$ cat config.mk
export PLATFORM = sky130hd
export DESIGN_NAME = cavlc_coeff_token_enc
export DESIGN_NICKNAME = d
export VERILOG_FILES = /design/src/rtl/cavlc_coeff_token_enc.sv
export SDC_FILE = /design/constraint.sdc
export NUM_CORES = 1
export LEC_CHECK = 0
export CAP_MARGIN = 20
export CORE_UTILIZATION = 52
export CTS_CLUSTER_DIAMETER = 100
export DETAILED_ROUTE_END_ITERATION = 8
export PLACE_DENSITY_LB_ADDON = 0.25
export SYNTH_ARGS = -nofsm -noshare
export SYNTH_HDL_FRONTEND = slang
export SYNTH_SLANG_ARGS = --single-unit
$ cat constraint.sdc
create_clock -name clk -period 2.4 [get_ports clk]
set_input_delay 0.6 -clock clk [delete_from_list [all_inputs] [get_ports clk]]
set_output_delay 0.6 -clock clk [all_outputs]
set_load 0.02 [all_outputs]
$ cat src/rtl/cavlc_coeff_token_enc.sv
// CAVLC coeff_token encoder for every nC class (VLC0/1/2, FLC, chroma DC).
// Two-stage valid/ready pipeline: S1 registers the table select and the
// operands, S2 registers the looked-up codeword. A saturating counter sums
// the lengths of legal codewords accepted downstream.
module cavlc_coeff_token_enc #(
  parameter int CNT_W   = 12,
  parameter bit ERR_CHK = 1'b1
) (
  input  logic             clk,
  input  logic             rst_n,
  input  logic             in_valid,
  output logic             in_ready,
  input  logic [5:0]       nc_i,
  input  logic [4:0]       total_coeff_i,
  input  logic [1:0]       trailing_ones_i,
  output logic             out_valid,
  input  logic             out_ready,
  output logic [15:0]      code_o,
  output logic [4:0]       len_o,
  output logic             err_o,
  input  logic             bits_clr_i,
  output logic [CNT_W-1:0] bits_total_o
);

  typedef enum logic [2:0] {SEL_VLC0, SEL_VLC1, SEL_VLC2, SEL_FLC, SEL_CDC} sel_e;

  // Code tables indexed by TotalCoeff*4 + TrailingOnes; codes are right-aligned.
  localparam int VLC_LEN [3][68] = '{
    '{ 1, 0, 0, 0,   6, 2, 0, 0,   8, 6, 3, 0,   9, 8, 7, 5,  10, 9, 8, 6,  11,10, 9, 7,
      13,11,10, 8,  13,13,11, 9,  13,13,13,10,  14,14,13,11,  14,14,14,13,  15,15,14,14,
      15,15,15,14,  16,15,15,15,  16,16,16,15,  16,16,16,16,  16,16,16,16},
    '{ 2, 0, 0, 0,   6, 2, 0, 0,   6, 5, 3, 0,   7, 6, 6, 4,   8, 6, 6, 4,   8, 7, 7, 5,
       9, 8, 8, 6,  11, 9, 9, 6,  11,11,11, 7,  12,11,11, 9,  12,12,12,11,  12,12,12,11,
      13,13,13,12,  13,13,13,13,  13,14,13,13,  14,14,14,13,  14,14,14,14},
    '{ 4, 0, 0, 0,   6, 4, 0, 0,   6, 5, 4, 0,   6, 5, 5, 4,   7, 5, 5, 4,   7, 5, 5, 4,
       7, 6, 6, 4,   7, 6, 6, 4,   8, 7, 7, 5,   8, 8, 7, 6,   9, 8, 8, 7,   9, 9, 8, 8,
       9, 9, 9, 8,  10, 9, 9, 9,  10,10,10,10,  10,10,10,10,  10,10,10,10}
  };
  localparam int VLC_BITS [3][68] = '{
    '{ 1, 0, 0, 0,   5, 1, 0, 0,   7, 4, 1, 0,   7, 6, 5, 3,   7, 6, 5, 3,   7, 6, 5, 4,
      15, 6, 5, 4,  11,14, 5, 4,   8,10,13, 4,  15,14, 9, 4,  11,10,13,12,  15,14, 9,12,
      11,10,13, 8,  15, 1, 9,12,  11,14,13, 8,   7,10, 9,12,   4, 6, 5, 8},
    '{ 3, 0, 0, 0,  11, 2, 0, 0,   7, 7, 3, 0,   7,10, 9, 5,   7, 6, 5, 4,   4, 6, 5, 6,
       7, 6, 5, 8,  15, 6, 5, 4,  11,14,13, 4,  15,10, 9, 4,  11,14,13,12,   8,10, 9, 8,
      15,14,13,12,  11,10, 9,12,   7,11, 6, 8,   9, 8,10, 1,   7, 6, 5, 4},
    '{15, 0, 0, 0,  15,14, 0, 0,  11,15,13, 0,   8,12,14,12,  15,10,11,11,  11, 8, 9,10,
       9,14,13, 9,   8,10, 9, 8,  15,14,13,13,  11,14,10,12,  15,10,13,12,  11,14, 9,12,
       8,10,13, 8,  13, 7, 9,12,   9,12,11,10,   5, 8, 7, 6,   1, 4, 3, 2}
  };
  localparam int CDC_LEN  [20] = '{2,0,0,0, 6,1,0,0, 6,6,3,0, 6,7,7,6, 6,8,8,7};
  localparam int CDC_BITS [20] = '{1,0,0,0, 7,1,0,0, 4,6,1,0, 3,3,2,5, 2,3,2,0};

  localparam int SUM_W = ((CNT_W > 5) ? CNT_W : 5) + 1;

  logic signed [5:0] nc_s;
  sel_e              in_sel, s1_sel;
  logic              in_err, s1_err, s1_valid, s2_adv;
  logic [4:0]        s1_tc;
  logic [1:0]        s1_to;
  logic [6:0]        vlc_idx;
  logic [4:0]        cdc_idx;
  logic [15:0]       lk_code;
  logic [4:0]        lk_len;
  logic [4:0]        hs_len;
  logic [SUM_W-1:0]  bits_sum;
  logic [CNT_W-1:0]  bits_next;

  assign nc_s     = $signed(nc_i);
  assign s2_adv   = !out_valid || out_ready;
  assign in_ready = !s1_valid || s2_adv;
  assign vlc_idx  = {s1_tc, s1_to};
  assign cdc_idx  = {s1_tc[2:0], s1_to};

  // Classify nC into a table and flag operand combinations with no codeword.
  always_comb begin
    // NOTE: every always_comb output is given a default first so no path can infer a latch.
    in_sel = SEL_CDC;
    if (nc_s >= 6'sd8)      in_sel = SEL_FLC;
    else if (nc_s >= 6'sd4) in_sel = SEL_VLC2;
    else if (nc_s >= 6'sd2) in_sel = SEL_VLC1;
    else if (nc_s >= 6'sd0) in_sel = SEL_VLC0;
    in_err = 1'b0;
    if (ERR_CHK) begin
      in_err = ({3'b000, trailing_ones_i} > total_coeff_i) || (total_coeff_i > 5'd16) ||
               (nc_s < -6'sd1) || ((nc_s == -6'sd1) && (total_coeff_i > 5'd4));
    end
  end

  // S1: capture a request whenever the stage is free or draining into S2.
  always_ff @(posedge clk or negedge rst_n) begin
    // NOTE: operand registers are reset along with the valid bit so the pipe holds known values.
    if (!rst_n) begin
      s1_valid <= 1'b0;
      s1_sel   <= SEL_VLC0;
      s1_tc    <= '0;
      s1_to    <= '0;
      s1_err   <= 1'b0;
    end else begin
      // NOTE: non-blocking assignments so every register samples pre-edge values.
      if (in_ready) s1_valid <= in_valid;
      if (in_valid && in_ready) begin
        s1_sel <= in_sel;
        s1_tc  <= total_coeff_i;
        s1_to  <= trailing_ones_i;
        s1_err <= in_err;
      end
    end
  end

  // Table lookup on the S1 operands; illegal entries produce an empty codeword.
  always_comb begin
    lk_code = '0;
    lk_len  = '0;
    unique case (s1_sel)
      SEL_VLC0: begin lk_len = 5'(VLC_LEN[0][vlc_idx]); lk_code = 16'(VLC_BITS[0][vlc_idx]); end
      SEL_VLC1: begin lk_len = 5'(VLC_LEN[1][vlc_idx]); lk_code = 16'(VLC_BITS[1][vlc_idx]); end
      SEL_VLC2: begin lk_len = 5'(VLC_LEN[2][vlc_idx]); lk_code = 16'(VLC_BITS[2][vlc_idx]); end
      SEL_FLC: begin
        lk_len  = 5'd6;
        lk_code = (s1_tc == 5'd0) ? 16'd3 : {10'd0, 4'(s1_tc - 5'd1), s1_to};
      end
      SEL_CDC:  begin lk_len = 5'(CDC_LEN[cdc_idx]); lk_code = 16'(CDC_BITS[cdc_idx]); end
      default: ;
    endcase
    if (s1_err) begin
      lk_code = '0;
      lk_len  = '0;
    end
  end

  // S2: register the codeword; it holds while the consumer stalls.
  always_ff @(posedge clk or negedge rst_n) begin
    if (!rst_n) begin
      out_valid <= 1'b0;
      code_o    <= '0;
      len_o     <= '0;
      err_o     <= 1'b0;
    end else if (s2_adv) begin
      out_valid <= s1_valid;
      if (s1_valid) begin
        code_o <= lk_code;
        len_o  <= lk_len;
        err_o  <= s1_err;
      end
    end
  end

  // Next bit total: clear drops the old total but keeps a coincident handshake.
  always_comb begin
    hs_len    = (out_valid && out_ready && !err_o) ? len_o : 5'd0;
    bits_sum  = (bits_clr_i ? '0 : SUM_W'(bits_total_o)) + SUM_W'(hs_len);
    bits_next = (|bits_sum[SUM_W-1:CNT_W]) ? '1 : bits_sum[CNT_W-1:0];
  end

  // Saturating coeff_token bit accumulator.
  always_ff @(posedge clk or negedge rst_n) begin
    if (!rst_n) bits_total_o <= '0;
    else        bits_total_o <= bits_next;
  end

endmodule

==> results.sh, run 1 <==
export IMPL_run_status="finished with violations"
export IMPL_violations="setup timing"
export IMPL_final_core_util_pct=68.9
export IMPL_seq_power_share_pct=27.5
export IMPL_fill_cells=630
export IMPL_grt_overflow=0
export IMPL_multiInputGateArea_mm2=0.00306
export IMPL_numCtsBuffers=5
export IMPL_first_pass_iters=7
export IMPL_yosys_area_top_type="dfrtp_1"
export IMPL_drc=0
export IMPL_synth_area_leaders="dfrtp_1 22%, nand2_1 5.3%, ha_1 5.0%, o21ai_0 4.7%, a21oi_1 3.9%"
export IMPL_netSwitchingFraction_pct=45.8
export IMPL_crit_arrival_ns=2.71
export IMPL_grt_pass1_wl_um=24500
export IMPL_hold_violations=0
export IMPL_regArea_um2=930
export IMPL_ctsRootBufferMaster="clkbuf_8"
export IMPL_synth_top_area_share_pct=21.9
export IMPL_clk_path_buf_depth=2
export IMPL_placed_cells=727
export IMPL_antenna_found_initial=0
export IMPL_yosys_register_bits=37
export IMPL_clkTransAtPathRegs_ns=0.08
export IMPL_drive_gt1_share_pct=21.8
export IMPL_synth_area_mux_share_pct=3.38
export IMPL_slew_headroom_pct=59.7
export IMPL_clock_power_share_pct=14.4
export IMPL_ys_flop_type="dfrtp_1"
export IMPL_die_x_um=92.1
export IMPL_grt_max_degree=31
export IMPL_synth_compound_area_share_pct=32.3
export IMPL_initial_core_util_pct=54.1
export IMPL_fin_crit_sh_pct=105
export IMPL_gp_congestion=1.01
export IMPL_cp_max_fo=5
export IMPL_areaGrowthSynthToFinish_pct=27.3
export IMPL_htreeDepth=2
export IMPL_final_max_slew_violation_count=0
export IMPL_ios=54
export IMPL_critPathRequiredTime_ns=2.59
export IMPL_setup_slack_ns=-0.124
export IMPL_synthSimpleGateAreaFrac_pct=25.0
export IMPL_synth_xor_area_share_pct=1.87
export IMPL_syn_inst=555
export IMPL_pwr_density_cell_mw_per_mm2=559
export IMPL_end_kind="flop"
export IMPL_p_int_uw=1630
export IMPL_cts_tree="yes"
export IMPL_max_freq_ghz=0.396
export IMPL_coreArea_mm2=0.00781
export IMPL_yosys_area_share_adder_pct=5.51
export IMPL_timing_hold_ws_ns=0.307
export IMPL_die_height_um=92.1
export IMPL_power_frac_comb_pct=58.1
export IMPL_n_antenna_cell=0
export IMPL_hp_class="input pin to asynchronous set/reset pin"
export IMPL_synth_cell_type_count=77
export IMPL_syn_area_per_cell_um2=7.61
export IMPL_finalPower_uw=3000
export IMPL_drt_iter0_drc=598
export IMPL_ys_async_sr_fraction_pct=100
export IMPL_ir_drop_v=0.000316
export IMPL_rr_worst_depth=11
export IMPL_rsz0062_at_grt="true"
export IMPL_cts_sinks=37
export IMPL_viasPerCell=6.65
export IMPL_grt_use_total_pct=37.1
export IMPL_core_rowCount=32
export IMPL_synth_edf_count=0
export IMPL_critPathLaunchType="flop"
export IMPL_leakage_uw=0.00229
export IMPL_clock_latency_ns=0.29
export IMPL_ant_nets=0
export IMPL_clock_skew_ns=0.0116
export IMPL_fin_crit_ns=2.52
export IMPL_final_nets=673
export IMPL_place_hpwl_um=11500
export IMPL_grt_pass1_vias=4574
export IMPL_switching_power_uw=1380
export IMPL_postCtsHoldBufs=0
export IMPL_die_area_mm2=0.00849
export IMPL_via_count=4924
export IMPL_crit_type="flop to flop"
export IMPL_port_buffer_count=43
export IMPL_ys_warn_count=0
export IMPL_post_drt_wl_per_cell_um=21.5
export IMPL_max_cap_viol_count=0
export IMPL_final_cells=740
export IMPL_synth_top_family_by_area="compound AO/OA/AOI/OAI gates"
export IMPL_ys_seq_area_share_pct=21.9
export IMPL_routed_wl_um=15900
export IMPL_tightest_slew_ns=0.604
export IMPL_place_ws_ns=-0.852
export IMPL_finalSetupViolCount=11
export IMPL_synth_area_mm2=0.00423
power by group through the flow:
stage               Combinational (uW)  Sequential, uW  Clock (uW)
detailed placement                1660             833           0
finish                            1750             827         432
global placement                  1650             830           0
CTS                               1670             822         433
global route                      1870             835         460
floorplan                         1040             817           0
what timing repair did:
action / in CTS / in global routing
resized for setup: 11 / 23
gates cloned: 0 / 1
pin swaps: 6 / 12
setup buffers: 3 / 3
endpoints found under the setup margin: 14 / 17
through the flow:
stage	TNS (ns)	cell area, um^2
floorplan	-0.287	4300
global placement	-8.22	5150
detailed placement	-9.31	5150
CTS	-0.100	5270
global route	-1.40	5380
finish	-0.685	5380
flip-flops by register name (all words and copies together), names as in the netlist:
signal        cells
s1_tc             5
bits_total_o     12
len_o             5
s1_err            1
out_valid         1
s1_valid          1
s1_sel            3
err_o             1
code_o            6
s1_to             2
cells by family (layout without fill, tap and decap cells):
family,Yosys count,in the layout
XOR/XNOR,9,9
adder cells (fa/ha/maj),18,18
AO/OA/AOI/OAI,196,196
multiplexers,12,12
AND/OR/NAND/NOR,206,206
flip-flops,37,37
other,1,10
buffers and inverters,76,150
final cells by class:
cell class | count | area share, %
flip-flops and latches | 37 | 17.3
inverters | 18 | 1.26
clock inverters | 2 | 0.186
repair buffers | 124 | 20.7
multi-input cells | 451 | 56.9
well taps | 102 | 2.37
clock buffers | 6 | 1.35
cell usage in the layout (no fill, tap or decap), types with 4 or more instances in the layout:
cell type        instances
a2111oi_0                4
a211o_1                  7
a211oi_1                 9
a21o_1                  10
a21oi_1                 33
a31oi_1                 14
a32oi_1                  5
and2_1                   6
buf_12                   6
buf_4                   74
clkbuf_8                 5
clkdlybuf4s50_1         40
conb_1                  10
dfrtp_1                 34
ha_1                    14
inv_1                   17
mux2_2                   8
nand2_1                 54
nand2_2                  6
nand2b_1                15
nand3_1                 16
nand3b_1                 4
nand4_1                  4
nor2_1                  31
nor2b_1                 19
nor3_1                  16
o211ai_1                12
o21ai_0                 38
o31ai_1                  6
or3_1                    4
xnor2_1                  8
worst paths after layout:
kind                                          to  slack, ns       from
min in group clk                       code_o[5]       0.50  code_o[5]
worst min-delay path                    len_o[3]       0.31      rst_n
worst max-delay path            bits_total_o[11]      -0.12  out_valid
max in group asynchronous        bits_total_o[1]       1.49      rst_n
worst min register to register         code_o[5]       0.50  code_o[5]
worst max register to register  bits_total_o[11]      -0.12  out_valid
worst max-delay path, stage by stage (launching register included):
cell and delay [ns]:
dfrtp_2 0.45, nand2_8 0.08, nor2_4 0.04, and2_4 0.17, ha_4 0.17, fa_2 0.37, a21o_1 0.18, a21oi_2 0.16
o21ba_4 0.18, nor2_4 0.03, or4b_4 0.46, o211a_1 0.12
cells in the mapped netlist, types with 8 or more instances:
cell,instances
o211ai_1,12
buf_4,14
nand3_1,17
nor2b_1,21
mux2_2,8
a31oi_1,15
inv_1,17
nor3_1,16
o21ai_0,40
ha_1,17
nand2b_1,17
a211oi_1,10
a21o_1,10
nand2_1,60
dfrtp_1,37
buf_2,24
nor2_1,33
xnor2_1,8
clkbuf_1,13
a21oi_1,33
routing by layer:
metal  wire, um  vias to the layer above  share of wire [%]  track usage, %
met5          0                        -                  0               0
met1       6540                     2310                 41            52.9
met4        508                        0                3.2            12.5
met2       7210                      364                 45            56.1
li1           -                     2198                  -               -
met3       1630                       52                 10            6.88
(Power assumes the default switching activity.)
==> run 2, diff against run 1 <==
CORE_MARGIN = 4   (was default)
==> run 2 against run 1 <==
The flow still finishes with violations (setup timing). Register-to-register slack barely moved. Utilization fell by 0.50 points. Clock skew rose by 0.0012 ns. Non-clock buffer count rose by 2. Power rose by 0.33%. Fmax rose by 0.10%. Setup slack improved by 0.0026 ns. Wire length rose by 1.6%.
==> results.sh, run 2 (synthesis gave the netlist of run 1 again) <==
export IMPL_run_status="finished with violations"
export IMPL_violations="setup timing"
export IMPL_fin_crit_ns=2.52
export IMPL_die_area_mm2=0.00963
export IMPL_place_hpwl_um=11900
export IMPL_die_x_um=98.1
export IMPL_grt_use_total_pct=32.0
export IMPL_clock_skew_ns=0.0127
export IMPL_areaGrowthSynthToFinish_pct=26.4
export IMPL_final_cells=741
export IMPL_critPathSlowestCell="or4b_1"
export IMPL_die_height_um=98.1
export IMPL_end_kind="flop"
export IMPL_first_pass_iters=5
export IMPL_crit_path_cell_trace="buf_4 > nand2_8 > nor2_4 > and2_4 > ha_4 > fa_2 > a21o_1 > a21oi_2 > o21ba_4 > nor2_4 > or4b_1 > o211a_1"
export IMPL_crit_arrival_ns=2.70
export IMPL_crit_cells=12
export IMPL_placed_cells=731
export IMPL_grt_pass1_vias=4616
export IMPL_place_ws_ns=-0.863
export IMPL_finalSetupViolCount=9
export IMPL_core_rowCount=32
export IMPL_slowest_delay_ns=0.50
export IMPL_n_antenna_cell=0
export IMPL_setup_slack_ns=-0.122
export IMPL_post_drt_wl_per_cell_um=21.8
export IMPL_ctsRootBufferMaster="clkbuf_8"
export IMPL_crit_type="input pin to flop"
export IMPL_dpl_cell_area_mm2=0.00513
export IMPL_largest_reg_flops=12
export IMPL_rr_worst_depth=11
export IMPL_cts_sinks=37
export IMPL_cp_num_buf_inv=1
export IMPL_final_nets=675
export IMPL_fin_crit_sh_pct=105
export IMPL_clk_path_buf_depth=2
export IMPL_initial_core_util_pct=54.1
export IMPL_critPathRequiredTime_ns=2.58
export IMPL_tightest_slew_ns=0.589
export IMPL_ir_drop_v=0.000364
export IMPL_largest_register="bits_total_o"
export IMPL_max_freq_ghz=0.397
export IMPL_coreArea_mm2=0.00781
export IMPL_antenna_found_initial=1
export IMPL_cp_max_fo=5
export IMPL_final_max_slew_violation_count=0
export IMPL_slew_headroom_pct=60.5
export IMPL_fill_cells=667
export IMPL_hold_violations=0
export IMPL_critPathLaunchType="input pin"
export IMPL_postCtsHoldBufs=0
export IMPL_clkTransAtPathRegs_ns=0.08
export IMPL_numCtsBuffers=5
export IMPL_max_cap_viol_count=0
export IMPL_port_buffer_count=43
export IMPL_clock_latency_ns=0.29
export IMPL_layout_common_cells="78 x buf_4, 54 x nand2_1, 40 x clkdlybuf4s50_1, 38 x o21ai_0, 34 x dfrtp_1"
export IMPL_layout_cells_most_common="buf_4"
export IMPL_cts_tree="yes"
export IMPL_gp_congestion=1.03
export IMPL_grt_max_degree=44
export IMPL_drt_iter0_drc=684
export IMPL_rsz0062_at_grt="true"
export IMPL_hp_class="input pin to asynchronous set/reset pin"
export IMPL_htreeDepth=2
export IMPL_design_area_mm2=0.00534
export IMPL_grt_pass1_wl_um=25100
export IMPL_pwr_density_cell_mw_per_mm2=564
export IMPL_viasPerCell=6.63
export IMPL_ant_nets=0
export IMPL_via_count=4915
export IMPL_crit_family="simple AND/OR/NAND/NOR gates"
export IMPL_grt_overflow=0
export IMPL_path_common_cell="nor2_4"
export IMPL_drive_gt1_share_pct=21.3
export IMPL_leakage_uw=0.00228
export IMPL_reg_largest_list="bits_total_o x12, code_o x6"
export IMPL_routed_wl_um=16100
export IMPL_ios=54
export IMPL_drc=0
## run 2: cell count changes in the layout (fill, tap and decap cells not counted), sizes merged
cell,previous run,this run
clkinv,2,1
buf,83,85
## run 2: final timing paths
| path | startpoint | endpoint | slack [ns] |
|---|---|---|---|
| max | out_ready | bits_total_o[11] | -0.12 |
| min | rst_n | code_o[5] | 0.26 |
| max reg2reg | out_valid | bits_total_o[11] | -0.11 |
| min reg2reg | code_o[4] | code_o[4] | 0.49 |
| max in group asynchronous | rst_n | s1_tc[0] | 1.58 |
| min in group clk | code_o[4] | code_o[4] | 0.49 |
## run 2: layer usage
layer	wire length [um]	vias up	part of all wire, %	GRT usage (%)
li1	-	2209	-	-
met1	6350	2275	39	44.4
met2	7120	365	44	47.6
met3	1900	64	12	7.64
met4	753	2	4.7	13.4
met5	7	-	0.043	0
## run 2: stage by stage
step	utilization, %	setup TNS (ns)	hold WS, ns	power [uW]
6_report	68.4	-0.284	0.263	3010
2_1_floorplan	-	-0.287	0.304	1850
5_1_grt	68.4	-1.18	0.289	3180
3_5_place_dp	65.7	-9.49	0.474	2490
3_3_place_gp	65.7	-8.18	0.464	2480
4_1_cts	67.1	-0.100	0.274	2910
## run 2: cell type report
cell class	count	area, um^2	share of cell area, %
Clock buffer	6	72.6	1.36
Tap cell	102	128	2.39
Clock inverter	1	5.00	0.0937
Multi-Input combinational cell	451	3050	57.1
Sequential cell	37	930	17.4
Inverter	18	67.6	1.27
Timing Repair Buffer	126	1090	20.4
## run 2: repair_timing
item	CTS	global route
cloned	0	1
resized for setup	11	24
buffers inserted	2	1
pin swaps	6	8
setup endpoints to repair	14	16
## run 2: report_power, final
group	internal [uW]	switching, uW	leakage [uW]
Clock	198	223	0.0000410
Sequential	693	121	0.000478
Combinational	735	1040	0.00176
